===== src/rtl/countup_pkg.sv =====
// Shared types and constants for the count-up timer: FSM state encoding,
// BCD digit type and the active-low 7-segment digit table.
package countup_pkg;

    typedef enum logic [1:0] {
        IDLE = 2'd0,
        RUN  = 2'd1,
        DONE = 2'd2
    } state_t;

    typedef logic [3:0] bcd_t;

    // Segment order {g,f,e,d,c,b,a}, a lit segment is 0.
    localparam logic [6:0] SEG7 [0:9] = '{
        7'b1000000, // 0
        7'b1111001, // 1
        7'b0100100, // 2
        7'b0110000, // 3
        7'b0011001, // 4
        7'b0010010, // 5
        7'b0000010, // 6
        7'b1111000, // 7
        7'b0000000, // 8
        7'b0010000  // 9
    };

    localparam logic [6:0] SEG7_BLANK = 7'b1111111;

endpackage


===== src/rtl/seg7_decoder.sv =====
// BCD digit to active-low 7-segment pattern; non-decimal codes blank the digit.
module seg7_decoder
    import countup_pkg::*;
(
    input  bcd_t       bcd_i,
    output logic [6:0] seg_o
);

    always_comb begin
        seg_o = SEG7_BLANK;
        if (bcd_i <= 4'd9) begin
            seg_o = SEG7[bcd_i];
        end
    end

endmodule


===== src/rtl/countup_timer.sv =====
// N-bit count-up timer with prescaler, terminal flag and two-digit 7-segment output.
// Default build saturates at 2^N-1; define COUNTUP_WRAP_EN to wrap to 0 instead.
module countup_timer
    import countup_pkg::*;
#(
    parameter int N        = 6,
    parameter int PRESCALE = 1
) (
    input  logic         clk,
    input  logic         reset,
    input  logic         en,
    input  logic         clr,
    output logic [N-1:0] count,
    output logic         done,
    output logic [6:0]   display1,
    output logic [6:0]   display2,
    output state_t       dbg_state
);

    localparam int PW = (PRESCALE > 1) ? $clog2(PRESCALE) : 1;
    localparam logic [N-1:0]  COUNT_MAX = {N{1'b1}};
    localparam logic [PW-1:0] PRE_LAST  = PW'(PRESCALE - 1);

    state_t        state_q, state_d;
    logic [N-1:0]  count_q, count_d;
    logic [PW-1:0] pre_q, pre_d;
    bcd_t          ones_q, ones_d;
    bcd_t          tens_q, tens_d;
    logic          done_q, done_d;
    logic          active;
    logic          tick;

    always_ff @(posedge clk) begin
        if (reset) begin
            state_q <= IDLE;
            count_q <= '0;
            pre_q   <= '0;
            ones_q  <= '0;
            tens_q  <= '0;
            done_q  <= 1'b0;
        end else begin
            state_q <= state_d;
            count_q <= count_d;
            pre_q   <= pre_d;
            ones_q  <= ones_d;
            tens_q  <= tens_d;
            done_q  <= done_d;
        end
    end

    // Counting starts on the same edge that moves IDLE to RUN, so en has no
    // start-up latency; DONE freezes the prescaler and the count.
    assign active = en && (state_q != DONE);

    always_comb begin
        state_d = state_q;
        count_d = count_q;
        pre_d   = pre_q;
        ones_d  = ones_q;
        tens_d  = tens_q;
        done_d  = done_q;
        tick    = 1'b0;

        if (clr) begin
            state_d = IDLE;
            count_d = '0;
            pre_d   = '0;
            ones_d  = '0;
            tens_d  = '0;
            done_d  = 1'b0;
        end else begin
            if (active) begin
                if (pre_q == PRE_LAST) begin
                    pre_d = '0;
                    tick  = 1'b1;
                end else begin
                    pre_d = pre_q + 1'b1;
                end
            end

            case (state_q)
                IDLE:    if (en)  state_d = RUN;
                RUN:     if (!en) state_d = IDLE;
                default: state_d = state_q;
            endcase

            if (tick) begin
                count_d = count_q + 1'b1;
                if (count_q == COUNT_MAX) begin
                    ones_d = '0;
                    tens_d = '0;
                end else if (ones_q == 4'd9) begin
                    ones_d = '0;
                    tens_d = tens_q + 4'd1;
                end else begin
                    ones_d = ones_q + 4'd1;
                end
`ifndef COUNTUP_WRAP_EN
                if (count_d == COUNT_MAX) begin
                    state_d = DONE;
                end
`endif
            end

            done_d = (count_d == COUNT_MAX);
        end
    end

    seg7_decoder u_dec_ones (
        .bcd_i (ones_q),
        .seg_o (display1)
    );

    seg7_decoder u_dec_tens (
        .bcd_i (tens_q),
        .seg_o (display2)
    );

    assign count     = count_q;
    assign done      = done_q;
    assign dbg_state = state_q;

endmodule


===== config.mk =====
export PLATFORM = sky130hd
export DESIGN_NAME = countup_timer
export DESIGN_NICKNAME = d
export VERILOG_FILES = /design/src/rtl/countup_pkg.sv /design/src/rtl/seg7_decoder.sv /design/src/rtl/countup_timer.sv
export SDC_FILE = /design/constraint.sdc
export NUM_CORES = 1
export LEC_CHECK = 0
export ABC_AREA = 1
export CAP_MARGIN = 20
export CORE_ASPECT_RATIO = 1.5
export CORE_MARGIN = 4
export CORE_UTILIZATION = 50
export CTS_CLUSTER_SIZE = 16
export DETAILED_ROUTE_END_ITERATION = 16
export PLACE_DENSITY = 0.79
export SLEW_MARGIN = 10
export SYNTH_ARGS = -nofsm -noshare
export SYNTH_HDL_FRONTEND = slang
export SYNTH_SLANG_ARGS = --single-unit

===== constraint.sdc =====
create_clock -name clk -period 1.55 [get_ports clk]
set_input_delay 0.31 -clock clk [delete_from_list [all_inputs] [get_ports clk]]
set_output_delay 0.31 -clock clk [all_outputs]
set_load 0.05 [all_outputs]

==> flow_summary.toml, run 1 <==
[status]
outcome = "aborted with a tool error"
stop_stage = "clock tree synthesis"
error = "[ERROR DPL-0038] Utilization greater than 100%, impossible to legalize"

[cts]
cts-root-buf = "clkbuf_4"
post-cts-setup-buffers = 7
holdBufCountCts = 0
post_cts_resized = 35
clock-sinks = 17
clockBufferDepth = 2
htree_levels = 1
cts_buffers = 3

[logic_synthesis]
synthAdderAreaFrac_pct = 12.1
synth_seq_cells = 17
synth_cell_types = 24
yosysTopAreaCellShare_pct = 27.4
netlist_top_cells_area = "dfxtp_1, ha_1, nand2_1, inv_1, o21ai_0"
synth_top_family_by_area = "simple AND/OR/NAND/NOR gates"
syn_area_per_cell_um2 = 6.81
syn_area_mm2 = 0.00124
yosys.area_share.simple_pct = 33.5
postSynthNetCount = 198
synthCells = 182
ys_seq_area_share_pct = 27.4
muxShareOfSynthArea_pct = 0
synth_compound_area_share_pct = 13.8
yosys_warnings = 0
yosysTopAreaCell = "dfxtp_1"
synth_xor_area_share_pct = 2.12

[die]
num_rows = 21
dieWidth_um = 48.7
initial_core_util_pct = 53.6
io_pins = 27
chipHeight_um = 69.0

[placed_design]
gp_congestion = 0.868
numPortBuffers = 26
dp.cells = 255
post-dp-hpwl_um = 3300
## cells by family after synthesis
group	after synthesis
buffers and inverters	32
XOR/XNOR	3
AND/OR/NAND/NOR	88
AO/OA/AOI/OAI	30
flip-flops	17
adder cells (fa/ha/maj)	12
## synthesized netlist by cell type (all sizes together)
cell type  instances
nand2             46
inv               28
o21ai             19
nor2              18
dfxtp             17
nand3             17
ha                12
a21oi              8
nand4              4
nor3               3
xor2               3
buf                2
o311ai             2
clkbuf             1
clkinv             1
o31ai              1
## per-stage QoR
step	setup slack [ns]	hold WS [ns]	area [um^2]
detailed placement	-0.136	0.503	2130
floorplan	0.00745	0.470	1440
global placement	-0.0507	0.505	2130
==> run 2, diff against run 1 <==
--- a/config.mk
+++ b/config.mk
@@ -7,12 +7,10 @@
 export LEC_CHECK = 0
 export ABC_AREA = 1
 export CAP_MARGIN = 20
-export CORE_ASPECT_RATIO = 1.5
-export CORE_MARGIN = 4
-export CORE_UTILIZATION = 50
-export CTS_CLUSTER_SIZE = 16
+export CORE_AREA = 4 4 65 67
 export DETAILED_ROUTE_END_ITERATION = 16
-export PLACE_DENSITY = 0.79
+export DIE_AREA = 0 0 69 71
+export PLACE_DENSITY_LB_ADDON = 0.15
 export SLEW_MARGIN = 10
 export SYNTH_ARGS = -nofsm -noshare
 export SYNTH_HDL_FRONTEND = slang
==> run 2 against run 1 <==
Synthesized cell count did not move. The flow now finishes, with violations (negative setup slack). Synthesized area unchanged.
==> flow_summary.toml, run 2 <==
[status]
outcome = "complete, but fails checks"
violations = "negative setup slack"

[logic_synthesis]
syn_area_mm2 = 0.00124
synthAdderAreaFrac_pct = 12.1
yosys.area_share.simple_pct = 33.5
yosys_warnings = 0
synth_cell_types = 24
synth_seq_cells = 17
synthCells = 182
synth_async_sr_flop_share_pct = 0
ys_seq_area_share_pct = 27.4
yosysMostFrequentCell = "nand2_1"
yosys-top-cells-count = "nand2_1, inv_1, o21ai_0"
muxShareOfSynthArea_pct = 0
synth_compound_area_share_pct = 13.8
yosysTopAreaCell = "dfxtp_1"
postSynthNetCount = 198
yosysTopAreaCellShare_pct = 27.4
netlist_top_cells_area = "dfxtp_1, ha_1, nand2_1, inv_1, o21ai_0"
synth_top_family_by_area = "simple AND/OR/NAND/NOR gates"
synth_edf_count = 0
synth_flop_cell = "dfxtp_1"
synth_xor_area_share_pct = 2.12
syn_area_per_cell_um2 = 6.81

[final_layout]
fin_nets = 261
area_delta_synth_final_pct = 97.8
largest_reg_flops = 6
stdcell_area_mm2 = 0.00245
drive_gt1_share_pct = 50.8
final_common_cell = "buf_4"
diodes = 0
final-instance-count-excl-fill = 292
final_cell_mix = "buf_4, nand2_1, buf_12"

[die]
core-area_mm2 = 0.00363
dieArea_mm2 = 0.00490
num_rows = 22
io_pins = 27
dieWidth_um = 69
chipHeight_um = 71
initial_core_util_pct = 34.1

[placed_design]
dp.cells = 282
post-dp-hpwl_um = 2770
dpl_cell_area_mm2 = 0.00218
gp_congestion = 0.876
numPortBuffers = 26

[sta]
hold_violations = 0
max_slew_margin_pct = 76.5
setup_violations = 14
rsz0062_at_grt = "true"
finalMaxSlewViolations = 0
fmax_mhz = 558
fin_skew_ns = 0.00433
period_needed_ns = 1.79
fin_crit_sh_pct = 116
fin_ws_ns = -0.241
worst_pin_slew_ns = 0.349

[cts]
cts_buffers = 3
tritoncts = "done"
clockBufferDepth = 2
cts-root-buf = "clkbuf_8"
clk_pin_slew_ns = 0.07
clock-sinks = 17
htree_levels = 1
clk_latency_ns = 0.25

[pwr]
total_power_mw = 1.04
leakagePower_nw = 1.05
worst_ir_drop_vdd_v = 0.000375
p_per_area_mw_per_mm2 = 424

[setup_path]
cp.required_ns = 1.24
cp_slowest_cell = "dfxtp_4"
crit_family = "flip-flops"
crit_path_max_fanout = 7
worstPathCellList = "inv_6 > ha_4 > nand2_4 > nand3_4 > o311ai_4 > buf_12"
cp-start-kind = "register"
slowest_delay_ns = 0.40
critPathCaptureType = "output pin"
criticalPathCategory = "register to output pin"
cp_num_buf_inv = 2
crit_arrival_ns = 1.48

[global_routing]
grt_max_degree = 13
grt_pass1_wl_um = 6190
grt_usage_pct = 15.0
grt-ovfl-total = 0
grt_pass1_vias = 1366
antenna_found_initial = 0

[job]
maxCapViolCount = 0

[drt]
routedWlPerCell_um = 12.1
drt_wl_total_um = 3540
drc = 0
dr_total_vias = 1384
drtIter0Drc = 26
ant_nets = 0
routed_via_density = 4.74
firstDrtPassIters = 4

[worst_hold_path]
hold_path.class = "register to register"
[run 2: final cells by class]
class | instances | area (um^2)
flip-flops and latches | 17 | 360
fillers | 297 | 1180
well taps | 48 | 60.1
repair buffers | 61 | 757
clock buffers | 4 | 45.0
inverters | 29 | 124
multi-input cells | 133 | 1110
[run 2: final timing paths]
| path | from | endpoint | slack [ns] | cells past startpoint |
|---|---|---|---|---|
| max | ones_q[0]$_SDFFE_PP0N_ | display1[4] | -0.24 | 6 |
| min | count[0]$_SDFF_PP0_ | count[0]$_SDFF_PP0_ | 0.62 | 3 |
| max reg2reg | count[0]$_SDFF_PP0_ | ones_q[0]$_SDFFE_PP0N_ | 0.15 | 8 |
| min reg2reg | count[0]$_SDFF_PP0_ | count[0]$_SDFF_PP0_ | 0.62 | 3 |
[run 2: what timing repair did]
action	4_1_cts	5_1_grt
hold buffers	0	0
endpoints found under the hold margin	0	0
pin swaps	10	3
endpoints found under the setup margin	14	16
gates resized for setup	41	6
setup buffers	5	1
[run 2: worst register-to-register path: cells and delay by family (launching register included)]
family / cells / cell delay (ns)
AO/OA/AOI/OAI: 1 / 0.15
adder cells (fa/ha/maj): 1 / 0.22
buffers and inverters: 1 / 0.07
flip-flops: 1 / 0.37
AND/OR/NAND/NOR: 5 / 0.51
[run 2: layer usage]
layer | up-vias | GRT usage (%) | part of all wire [%]
met2 | 29 | 28.3 | 56
met4 | 0 | 4.12 | 0.68
met1 | 639 | 17.6 | 40
met5 | - | 0 | 0
li1 | 714 | - | -
met3 | 2 | 2.27 | 3.7
[run 2: report_power, final]
group	internal [mW]	leakage (nW)	switching, mW
combinational	0.124	0.880	0.133
clock	0.182	0.0228	0.148
sequential	0.440	0.143	0.0129
total	0.747	1.05	0.294
[run 2: logic make-up (layout without fill, tap and decap cells)]
| kind of cell | after synthesis | in the layout |
|---|---|---|
| xor+xnor | 3 | 3 |
| compound gates | 30 | 30 |
| buf+inv | 32 | 94 |
| fa+ha+maj | 12 | 12 |
| flops | 17 | 17 |
| simple gates | 88 | 88 |
[run 2: stage by stage]
stage | setup WS [ns] | hold slack, ns | setup TNS, ns | util, %
floorplan | 0.00745 | 0.470 | 0 | -
global placement | -0.0425 | 0.584 | -0.259 | 60.0
detailed placement | -0.0829 | 0.583 | -0.678 | 60.0
CTS | -0.247 | 0.625 | -2.67 | 67.0
global route | -0.290 | 0.651 | -3.40 | 67.5
finish | -0.241 | 0.623 | -2.62 | 67.5
Power figures use the tool's default switching activity.
